$ cat src/rtl/tinker_pkg.sv
// Shared definitions for the Tinker instruction prefetch path.
package tinker_pkg;

   localparam logic [63:0] TINKER_RESET_PC = 64'h2000;
   localparam int          INST_W          = 32;
   localparam int          ADDR_W          = 64;

   // One buffered instruction together with the PC it was fetched from.
   typedef struct packed {
      logic [INST_W-1:0] inst;
      logic [ADDR_W-1:0] pc;
   } fetch_entry_t;

   // RUN: responses are kept. DRAIN: stale responses are still in flight.
   typedef enum logic [0:0] {
      RUN   = 1'b0,
      DRAIN = 1'b1
   } prefetch_state_t;

   // Address of the next sequential 32-bit instruction word (wraps at 2^64).
   function automatic logic [ADDR_W-1:0] next_word(input logic [ADDR_W-1:0] addr);
      return addr + ADDR_W'(4);
   endfunction

endpackage

$ cat src/rtl/tinker_fetch_fifo.sv
// Synchronous FIFO of fetch entries. Head data is read straight from the
// storage registers, so a pushed entry becomes visible one cycle later.
module tinker_fetch_fifo
   import tinker_pkg::*;
#(
   parameter int DEPTH = 4
) (
   input  logic                       clk,
   input  logic                       reset,
   input  logic                       push,
   input  fetch_entry_t               push_data,
   input  logic                       pop,
   input  logic                       clear,
   output fetch_entry_t               head,
   output logic [$clog2(DEPTH):0]     count
);

   localparam int PW = (DEPTH > 1) ? $clog2(DEPTH) : 1;
   localparam int CW = $clog2(DEPTH) + 1;

   fetch_entry_t  mem [DEPTH];
   logic [PW-1:0] rd_ptr;
   logic [PW-1:0] wr_ptr;

   // Storage, pointers and occupancy; clear empties the FIFO without touching storage.
   always_ff @(posedge clk or posedge reset) begin
      if (reset) begin
         rd_ptr <= '0;
         wr_ptr <= '0;
         count  <= '0;
         for (int i = 0; i < DEPTH; i++) begin
            mem[i] <= '0;
         end
      end else if (clear) begin
         rd_ptr <= '0;
         wr_ptr <= '0;
         count  <= '0;
      end else begin
         if (push) begin
            mem[wr_ptr] <= push_data;
            wr_ptr      <= wr_ptr + PW'(1);
         end
         if (pop) begin
            rd_ptr <= rd_ptr + PW'(1);
         end
         count <= count + CW'(push) - CW'(pop);
      end
   end

   assign head = mem[rd_ptr];

`ifndef SYNTHESIS
   // Upstream credit accounting guarantees room for every push.
   no_overflow: assert property (@(posedge clk) disable iff (reset)
      push && !pop && !clear |-> count < CW'(DEPTH))
      else $error("tinker_fetch_fifo: push into a full FIFO");

   no_underflow: assert property (@(posedge clk) disable iff (reset)
      pop && !clear |-> count != '0)
      else $error("tinker_fetch_fifo: pop from an empty FIFO");
`endif

endmodule

$ cat src/rtl/tinker_prefetch.sv
// Instruction prefetch stage: issues sequential fetches ahead of the decoder,
// tags returned words with their PC and buffers them. A redirect flushes the
// buffer and marks every in-flight response as stale so it is discarded.
module tinker_prefetch
   import tinker_pkg::*;
#(
   parameter int          DEPTH    = 4,
   parameter logic [63:0] RESET_PC = TINKER_RESET_PC
) (
   input  logic              clk,
   input  logic              reset,
   input  logic              redirect_valid,
   input  logic [ADDR_W-1:0] redirect_pc,
   output logic              imem_req_valid,
   output logic [ADDR_W-1:0] imem_req_addr,
   input  logic              imem_req_ready,
   input  logic              imem_resp_valid,
   input  logic [INST_W-1:0] imem_resp_data,
   output logic              inst_valid,
   output logic [INST_W-1:0] inst_out,
   output logic [ADDR_W-1:0] inst_pc,
   input  logic              inst_ready
);

   localparam int          CW      = $clog2(DEPTH) + 1;
   localparam logic [CW:0] CREDITS = (CW+1)'(DEPTH);

   logic [ADDR_W-1:0] fetch_pc;
   logic [ADDR_W-1:0] resp_pc;
   logic [CW-1:0]     outstanding;
   logic [CW-1:0]     outstanding_nxt;
   logic [CW-1:0]     drop_cnt;
   logic [CW-1:0]     drop_nxt;
   logic [CW-1:0]     count;
   logic [CW:0]       credits_used;
   prefetch_state_t   state;

   logic              req_fire;
   logic              resp_fire;
   logic              resp_keep;
   logic              pop;
   fetch_entry_t      push_entry;
   fetch_entry_t      head;

   // Every buffered entry and every accepted-but-unanswered request holds a
   // credit, so the buffer can never be overrun by returning data.
   assign credits_used   = {1'b0, outstanding} + {1'b0, count};
   assign imem_req_valid = !reset && !redirect_valid && (credits_used < CREDITS);
   assign imem_req_addr  = fetch_pc;
   assign req_fire       = imem_req_valid && imem_req_ready;

   // A response with nothing outstanding is a protocol violation and is ignored.
   assign resp_fire = imem_resp_valid && (outstanding != '0);
   assign resp_keep = resp_fire && (state == RUN) && !redirect_valid;

   assign inst_valid = (count != '0);
   assign pop        = inst_valid && inst_ready && !redirect_valid;
   assign inst_out   = head.inst;
   assign inst_pc    = head.pc;

   assign push_entry.inst = imem_resp_data;
   assign push_entry.pc   = resp_pc;

   // Next values of the in-flight and discard counters. On a redirect every
   // request still in flight after this cycle's response becomes stale.
   always_comb begin
      outstanding_nxt = outstanding + CW'(req_fire) - CW'(resp_fire);
      drop_nxt        = drop_cnt;
      if (redirect_valid) begin
         drop_nxt = outstanding_nxt;
      end else if (resp_fire && (state == DRAIN)) begin
         drop_nxt = drop_cnt - CW'(1);
      end
   end

   // Control counters and RUN/DRAIN state.
   always_ff @(posedge clk or posedge reset) begin
      if (reset) begin
         outstanding <= '0;
         drop_cnt    <= '0;
         state       <= RUN;
      end else begin
         outstanding <= outstanding_nxt;
         drop_cnt    <= drop_nxt;
         state       <= (drop_nxt != '0) ? DRAIN : RUN;
      end
   end

   // Request address and the PC tag for the next kept response.
   always_ff @(posedge clk or posedge reset) begin
      if (reset) begin
         fetch_pc <= RESET_PC;
         resp_pc  <= RESET_PC;
      end else if (redirect_valid) begin
         fetch_pc <= redirect_pc;
         resp_pc  <= redirect_pc;
      end else begin
         if (req_fire) begin
            fetch_pc <= next_word(fetch_pc);
         end
         if (resp_keep) begin
            resp_pc <= next_word(resp_pc);
         end
      end
   end

   tinker_fetch_fifo #(
      .DEPTH     (DEPTH)
   ) u_fifo (
      .clk       (clk),
      .reset     (reset),
      .push      (resp_keep),
      .push_data (push_entry),
      .pop       (pop),
      .clear     (redirect_valid),
      .head      (head),
      .count     (count)
   );

`ifndef SYNTHESIS
   resp_without_request: assert property (@(posedge clk) disable iff (reset)
      imem_resp_valid |-> outstanding != '0)
      else $error("tinker_prefetch: response with no outstanding request");

   req_held_until_accept: assert property (@(posedge clk) disable iff (reset)
      imem_req_valid && !imem_req_ready |=> imem_req_valid || redirect_valid)
      else $error("tinker_prefetch: request withdrawn before acceptance");

   addr_held_until_accept: assert property (@(posedge clk) disable iff (reset)
      imem_req_valid && !imem_req_ready |=> redirect_valid || $stable(imem_req_addr))
      else $error("tinker_prefetch: request address changed before acceptance");

   credit_bound: assert property (@(posedge clk) disable iff (reset)
      credits_used <= CREDITS)
      else $error("tinker_prefetch: credit count exceeds buffer depth");
`endif

endmodule
$ cat config.mk
export PLATFORM = sky130hd
export DESIGN_NAME = tinker_prefetch
export DESIGN_NICKNAME = d
export VERILOG_FILES = /design/src/rtl/tinker_pkg.sv /design/src/rtl/tinker_fetch_fifo.sv /design/src/rtl/tinker_prefetch.sv
export SDC_FILE = /design/constraint.sdc
export NUM_CORES = 1
export LEC_CHECK = 0
export ABC_CLOCK_PERIOD_IN_PS = 15900
export BUFFER_PORTS_ARGS = -buffer_cell sky130_fd_sc_hd__buf_2
export CORE_UTILIZATION = 50
export DETAILED_ROUTE_END_ITERATION = 7
export MAX_ROUTING_LAYER = met4
export PLACE_DENSITY = 0.69
export SLEW_MARGIN = 30
export SYNTH_ARGS = -nofsm -noshare
export SYNTH_HDL_FRONTEND = slang
export SYNTH_HIERARCHICAL = 1
export SYNTH_SLANG_ARGS = --single-unit
$ cat constraint.sdc
create_clock -name clk -period 15.9 [get_ports clk]
set_clock_uncertainty 0.05 [all_clocks]
set_input_delay 0 -clock clk [delete_from_list [all_inputs] [get_ports clk]]
set_output_delay 0 -clock clk [all_outputs]
set_load 0.1 [all_outputs]
==> impl_metrics.env, run 1 <==
export IMPL_status="finished, final reports clean"
export IMPL_cp_end_kind="flip-flop"
export IMPL_clock_root_buffer="clkbuf_16"
export IMPL_multi_input_area_sq_mm=0.0116
export IMPL_path_class="flip-flop to flip-flop"
export IMPL_synth_edf_count=0
export IMPL_synth_seq_area_share=0.515
export IMPL_grt_pass1_wl_microns=108000
export IMPL_cts_buffer_depth=3
export IMPL_cts_sinks=526
export IMPL_hold_class="primary input to async pin"
export IMPL_first_iter_violations=1450
export IMPL_max_freq_mhz=251
export IMPL_rrSetupSlack_ns=11.92
export IMPL_finalSetupTns_ns=0
export IMPL_min_period_ns=3.98
export IMPL_powerDensity_mw_per_mm2=163
export IMPL_synth_seq_cells=526
export IMPL_antenna_found_initial=0
export IMPL_leakage_nw=14.3
export IMPL_synth_main_ff_cell="dfrtp_1"
export IMPL_globalplace_congestion=0.893
export IMPL_cts_setup_buffers=0
export IMPL_fillers=3946
export IMPL_cts_buffers=57
export IMPL_syn_inst=1851
export IMPL_synth_nets=1968
export IMPL_ys_types=70
export IMPL_grt_start_max_net_pins=179
export IMPL_wl_per_cell_microns=23.3
export IMPL_cts_hold_buf=107
export IMPL_critPathArrivalTime_ns=4.42
export IMPL_cts_resized=0
export IMPL_path_clk_slew_ns=0.06
export IMPL_die_h_microns=228
export IMPL_h_tree_depth=2
export IMPL_stdcell_count=2909
export IMPL_cap_violations=0
export IMPL_seq_area_sq_mm=0.0132
export IMPL_reg2reg_to="u_fifo/mem[209]"
export IMPL_hold_viol_final=0
export IMPL_required_ns=16.34
export IMPL_worstSetupStartpointType="flip-flop"
export IMPL_wl_microns=67900
export IMPL_finalCritPeriodShare=0.250
export IMPL_drtPass1Iterations=5
export IMPL_insertion_delay_ns=0.62
export IMPL_die_w_microns=228
export IMPL_worstPathCellList="o31ai_1 -> or2_2 -> nor2_1 -> nand3b_4 -> buf_4 -> mux2_4"
export IMPL_crit_fanout=51
export IMPL_antenna_cells=0
export IMPL_core_sq_mm=0.0503
export IMPL_r2r_start="outstanding[1]"
export IMPL_worst_pin_slew_ns=0.979
export IMPL_slowest_stage="nand3b_4"
export IMPL_io_buffers=263
export IMPL_grt_pass1_vias=18300
export IMPL_overflow=0
export IMPL_netlist_area_sq_mm=0.0255
export IMPL_tritoncts="built"
export IMPL_remaining_drc_errors=0
export IMPL_setup_viol=0
export IMPL_drt_antenna_violating_nets=0
export IMPL_drive_gt1_frac=0.384
export IMPL_grt_use_total=0.271
export IMPL_cpLargestDelayFamily="simple AND/OR/NAND/NOR gates"
export IMPL_nets=2310
export IMPL_ir_worst_vdd_mv=0.116
export IMPL_vias=17600
export IMPL_crit_buf_inv=1
export IMPL_rsz0062_at_grt="false"
export IMPL_dp_hpwl_microns=43600
export IMPL_async_flop_share=1.00
export IMPL_syn_to_final_growth_pct=18.2
export IMPL_std_cell_rows=82
export IMPL_maxSlewViolCount=0
export IMPL_max_slew_margin=0.347
export IMPL_initial_core_util=0.508
export IMPL_syn_mean_instance_area_sq_um=13.8
export IMPL_rr_worst_depth=6
export IMPL_vias_per_cell=6.05
export IMPL_utilization=0.601
export IMPL_ios=264
export IMPL_dieArea_sq_mm=0.0520
export IMPL_dp_cells=2697
export IMPL_crit_path_max_incr_delay_ns=0.85
export IMPL_ys_warn_count=6
-- sequential cells by signal, summed over array words and instances (netlist names) --
name           count
u_fifo/wr_ptr      2
resp_pc           64
u_fifo/rd_ptr      2
imem_req_addr     64
u_fifo/mem       384
drop_cnt           3
u_fifo/count       3
state              1
outstanding        3
-- cell type report --
cell class,count,share of cell area
multi-input combinational,1183,0.384
sequential,526,0.436
clock buffer,82,0.0533
timing repair buffer,390,0.0860
tap,672,0.0279
inverter,35,0.00497
clock inverter,21,0.00767
-- placed cells by master, fill, tap and decap left out, types with 16 or more instances in the layout --
cell type      instances
xor2_1                28
inv_1                 32
mux4_2                96
or3_1                 17
o311ai_0              19
or4_1                 21
buf_2                262
o21ai_0               52
nand2_1              108
xnor2_1               25
mux2_4               120
nand3_1               50
mux2_2               240
dlygate4sd3_1        107
nor2_1                60
nand4_1               68
clkbuf_1              16
mux2_1                40
clkbuf_16             57
a31oi_1               31
dfrtp_1              522
and3_1                18
o211ai_1              33
-- cell usage after synthesis (6+ instances only) --
cell      count  share of area
dfrtp_1     524           0.51
mux2_2      240           0.11
mux2_4      120          0.071
nand2_1     108          0.016
mux4_2       96          0.085
nand4_1      68          0.017
nor2_1       60         0.0088
o21ai_0      52          0.010
nand3_1      50         0.0098
buf_2        42         0.0082
mux2_1       40          0.018
inv_1        34         0.0050
o211ai_1     33         0.0097
a31oi_1      31         0.0076
clkbuf_1     28         0.0041
xor2_1       28         0.0096
xnor2_1      25         0.0086
buf_6        21         0.0093
or4_1        21         0.0062
o311ai_0     19         0.0065
and3_1       18         0.0044
or3_1        17         0.0042
a21oi_1      15         0.0029
nor3_1       14         0.0027
ha_1         13         0.0064
o31ai_1      12         0.0035
nor4_1       11         0.0027
and2_1        9         0.0022
buf_4         8         0.0024
and4_1        7         0.0024
nor4_4        7         0.0058
buf_1         6        0.00088
o311ai_1      6         0.0021
-- worst max-delay path by stage --
stage	from	end	slack, ns	depth (start not counted)
after floorplan	reset	u_fifo/count[0]	4.98	1
after global placement	outstanding[1]	u_fifo/mem[179]	12.00	6
after detailed placement	outstanding[1]	u_fifo/mem[209]	11.94	6
after CTS	outstanding[1]	u_fifo/mem[209]	11.89	6
after global routing	outstanding[1]	u_fifo/mem[195]	11.75	6
final	outstanding[1]	u_fifo/mem[209]	11.92	6
-- metal layers --
layer | routed length (microns) | global-route usage | vias to the layer above
li1 | - | - | 7655
met1 | 30300 | 0.374 | 9263
met2 | 32200 | 0.418 | 562
met3 | 4010 | 0.0459 | 116
met4 | 1430 | 0.0671 | 0
met5 | 0 | - | -
-- through the flow --
step                      area (sq um)  hold WS (ns)  setup slack [ns]  total power, W
final                            30200        0.0205             11.92         0.00492
after global routing             30200        0.0723             11.75         0.00509
after CTS                        30100        0.0569             11.89         0.00495
after detailed placement         27200         0.160             11.94         0.00360
after global placement           27200         0.138             12.00         0.00357
after floorplan                  25500        0.0699              4.98         0.00326
-- logic make-up (layout without fill, tap and decap cells) --
logic type / Yosys count / count (layout) / share of synthesized area
buffers and inverters: 142 / 528 / 0.0309
adder cells (fa/ha/maj): 15 / 15 / 0.00794
multiplexers: 499 / 499 / 0.280
AO/OA/AOI/OAI: 198 / 198 / 0.0527
flip-flops: 526 / 526 / 0.515
AND/OR/NAND/NOR: 417 / 417 / 0.0942
XOR/XNOR: 54 / 54 / 0.0191
-- where the power goes --
group,leakage (nW),internal [W],switching [W]
combinational,6.49,0.000466,0.00145
clock,0.916,0.000766,0.000554
sequential,6.93,0.00152,0.000172
-- worst register-to-register path, stage by stage, from the launching register on --
cell and delay [ns]:
dfrtp_1 0.48, o31ai_1 0.16, or2_2 0.36, nor2_1 0.73, nand3b_4 0.85, buf_4 0.75, mux2_4 0.48
Power figures use the tool's default switching activity.
==> run 2: changes to the inputs <==
- ABC_CLOCK_PERIOD_IN_PS: 15900 -> 3500
- PLACE_DENSITY: 0.69 -> 0.72
- clock period: 15.9 -> 3.5 ns (I/O delays scaled with it)
==> run 2 against run 1 <==
Hold slack better by 0.11 ns. Clock power grew to 4.5 times the previous value. Sequential cell count is the same. Register-to-register slack got worse by 11 ns. Final cell count grew 0.58%. Utilization up 0.50 points.
==> impl_metrics.env, run 2 (synthesis gave the netlist of run 1 again) <==
export IMPL_grt_use_total=0.269
export IMPL_dieArea_sq_mm=0.0520
export IMPL_wl_microns=67000
export IMPL_std_cell_rows=82
export IMPL_required_ns=3.94
export IMPL_seq_area_sq_mm=0.0132
export IMPL_rsz0062_at_grt="false"
export IMPL_worst_pin_slew_ns=0.888
export IMPL_powerDensity_mw_per_mm2=734
export IMPL_reg2reg_to="imem_req_addr[62]"
export IMPL_dp_hpwl_microns=44600
export IMPL_fin_area_sq_mm=0.0304
export IMPL_wl_per_cell_microns=22.9
export IMPL_cap_violations=0
export IMPL_cts_resized=0
export IMPL_critPathArrivalTime_ns=3.46
export IMPL_vias_per_cell=6.02
export IMPL_vias=17600
export IMPL_antenna_cells=0
export IMPL_overflow=0
export IMPL_cts_buffers=55
export IMPL_clock_root_buffer="clkbuf_16"
export IMPL_crit_fanout=41
export IMPL_globalplace_congestion=0.936
export IMPL_dp_cells=2721
export IMPL_path_clk_slew_ns=0.06
export IMPL_place_area_sq_mm=0.0276
export IMPL_rrSetupSlack_ns=0.48
export IMPL_setup_viol=0
export IMPL_r2r_start="outstanding[2]"
export IMPL_status="finished, final reports clean"
export IMPL_die_h_microns=228
export IMPL_cp_end_kind="flip-flop"
export IMPL_drt_antenna_violating_nets=0
export IMPL_drtPass1Iterations=5
export IMPL_die_w_microns=228
export IMPL_final_common_cell="dfrtp_1"
export IMPL_ios=264
export IMPL_crit_start="outstanding[2]"
export IMPL_crit_path_end="imem_req_addr[62]"
export IMPL_regMostFlops="u_fifo/mem"
export IMPL_drive_gt1_frac=0.398
export IMPL_multi_input_area_sq_mm=0.0116
export IMPL_leakage_nw=14.5
export IMPL_insertion_delay_ns=0.61
export IMPL_cts_sinks=526
export IMPL_hold_class="primary input to flip-flop"
export IMPL_remaining_drc_errors=0
export IMPL_grt_start_max_net_pins=163
export IMPL_antenna_found_initial=0
export IMPL_min_period_ns=3.02
export IMPL_hold_viol_final=0
export IMPL_min_delay_start="imem_req_ready"
export IMPL_tritoncts="built"
export IMPL_first_iter_violations=1283
export IMPL_max_slew_margin=0.408
export IMPL_core_sq_mm=0.0503
export IMPL_grt_pass1_vias=18400
export IMPL_largest_reg_flops=384
export IMPL_fillers=3891
export IMPL_syn_to_final_growth_pct=19.2
export IMPL_mostFrequentLayoutCells="dfrtp_1 (522), buf_2 (262), mux2_2 (239)"
export IMPL_initial_core_util=0.508
export IMPL_grt_pass1_wl_microns=107000
export IMPL_finalSetupTns_ns=0
export IMPL_h_tree_depth=2
export IMPL_whs_ns=0.135
export IMPL_max_freq_mhz=332
export IMPL_maxSlewViolCount=0
export IMPL_nets=2324
export IMPL_holdPathStages=6
export IMPL_finalCritPeriodShare=0.862
export IMPL_cts_buffer_depth=3
export IMPL_path_class="flip-flop to flip-flop"
export IMPL_rr_worst_depth=7
export IMPL_worstSetupStartpointType="flip-flop"
export IMPL_io_buffers=263
export IMPL_utilization=0.606
export IMPL_ir_worst_vdd_mv=0.630
export IMPL_stdcell_count=2926
-- run 2: how the worst min path moves through the flow --
stage	endpoint	slack, ns
2_1_floorplan	imem_req_addr[49]	0.07
3_3_place_gp	u_fifo/mem[319]	0.08
3_5_place_dp	u_fifo/mem[125]	0.09
4_1_cts	imem_req_addr[50]	0.11
5_1_grt	imem_req_addr[48]	0.14
6_report	outstanding[0]	0.14
-- run 2: power breakdown --
group	internal (W)	total (W)	switching [W]
combinational	0.00216	0.00877	0.00661
sequential	0.00689	0.00762	0.000729
clock	0.00346	0.00595	0.00249
total	0.0125	0.0223	0.00983
-- run 2: repair_timing --
action,in CTS,in global routing
setup buffers,0,0
endpoints found under the hold margin,395,0
hold buffers,101,0
-- run 2: metrics by stage --
step / setup WS, ns / power, W
6_report: 0.484 / 0.0223
5_1_grt: 0.272 / 0.0231
4_1_cts: 0.493 / 0.0225
3_5_place_dp: 0.526 / 0.0164
3_3_place_gp: 0.616 / 0.0163
2_1_floorplan: -1.81 / 0.0149
-- run 2: final cells by class --
cell class / count / area share
sequential: 526 / 0.433
multi-input combinational: 1183 / 0.382
timing repair buffer: 406 / 0.0925
clock buffer: 73 / 0.0504
tap: 672 / 0.0276
clock inverter: 31 / 0.00991
inverter: 35 / 0.00460
-- run 2: per-layer routing --
| layer | GRT usage | part of all wire | vias up |
|---|---|---|---|
| li1 | - | - | 7702 |
| met1 | 0.367 | 0.43 | 9119 |
| met2 | 0.410 | 0.47 | 653 |
| met3 | 0.0503 | 0.069 | 131 |
| met4 | 0.0864 | 0.029 | 0 |
| met5 | - | 0 | - |
-- run 2: critical path: stages (launching register included) --
cell and delay [ns]:
dfrtp_1 0.44, ha_1 0.32, nor4_1 0.24, and4_1 0.29, buf_4 0.43, nand4_1 0.41, or3_1 0.48, a31o_1 0.22
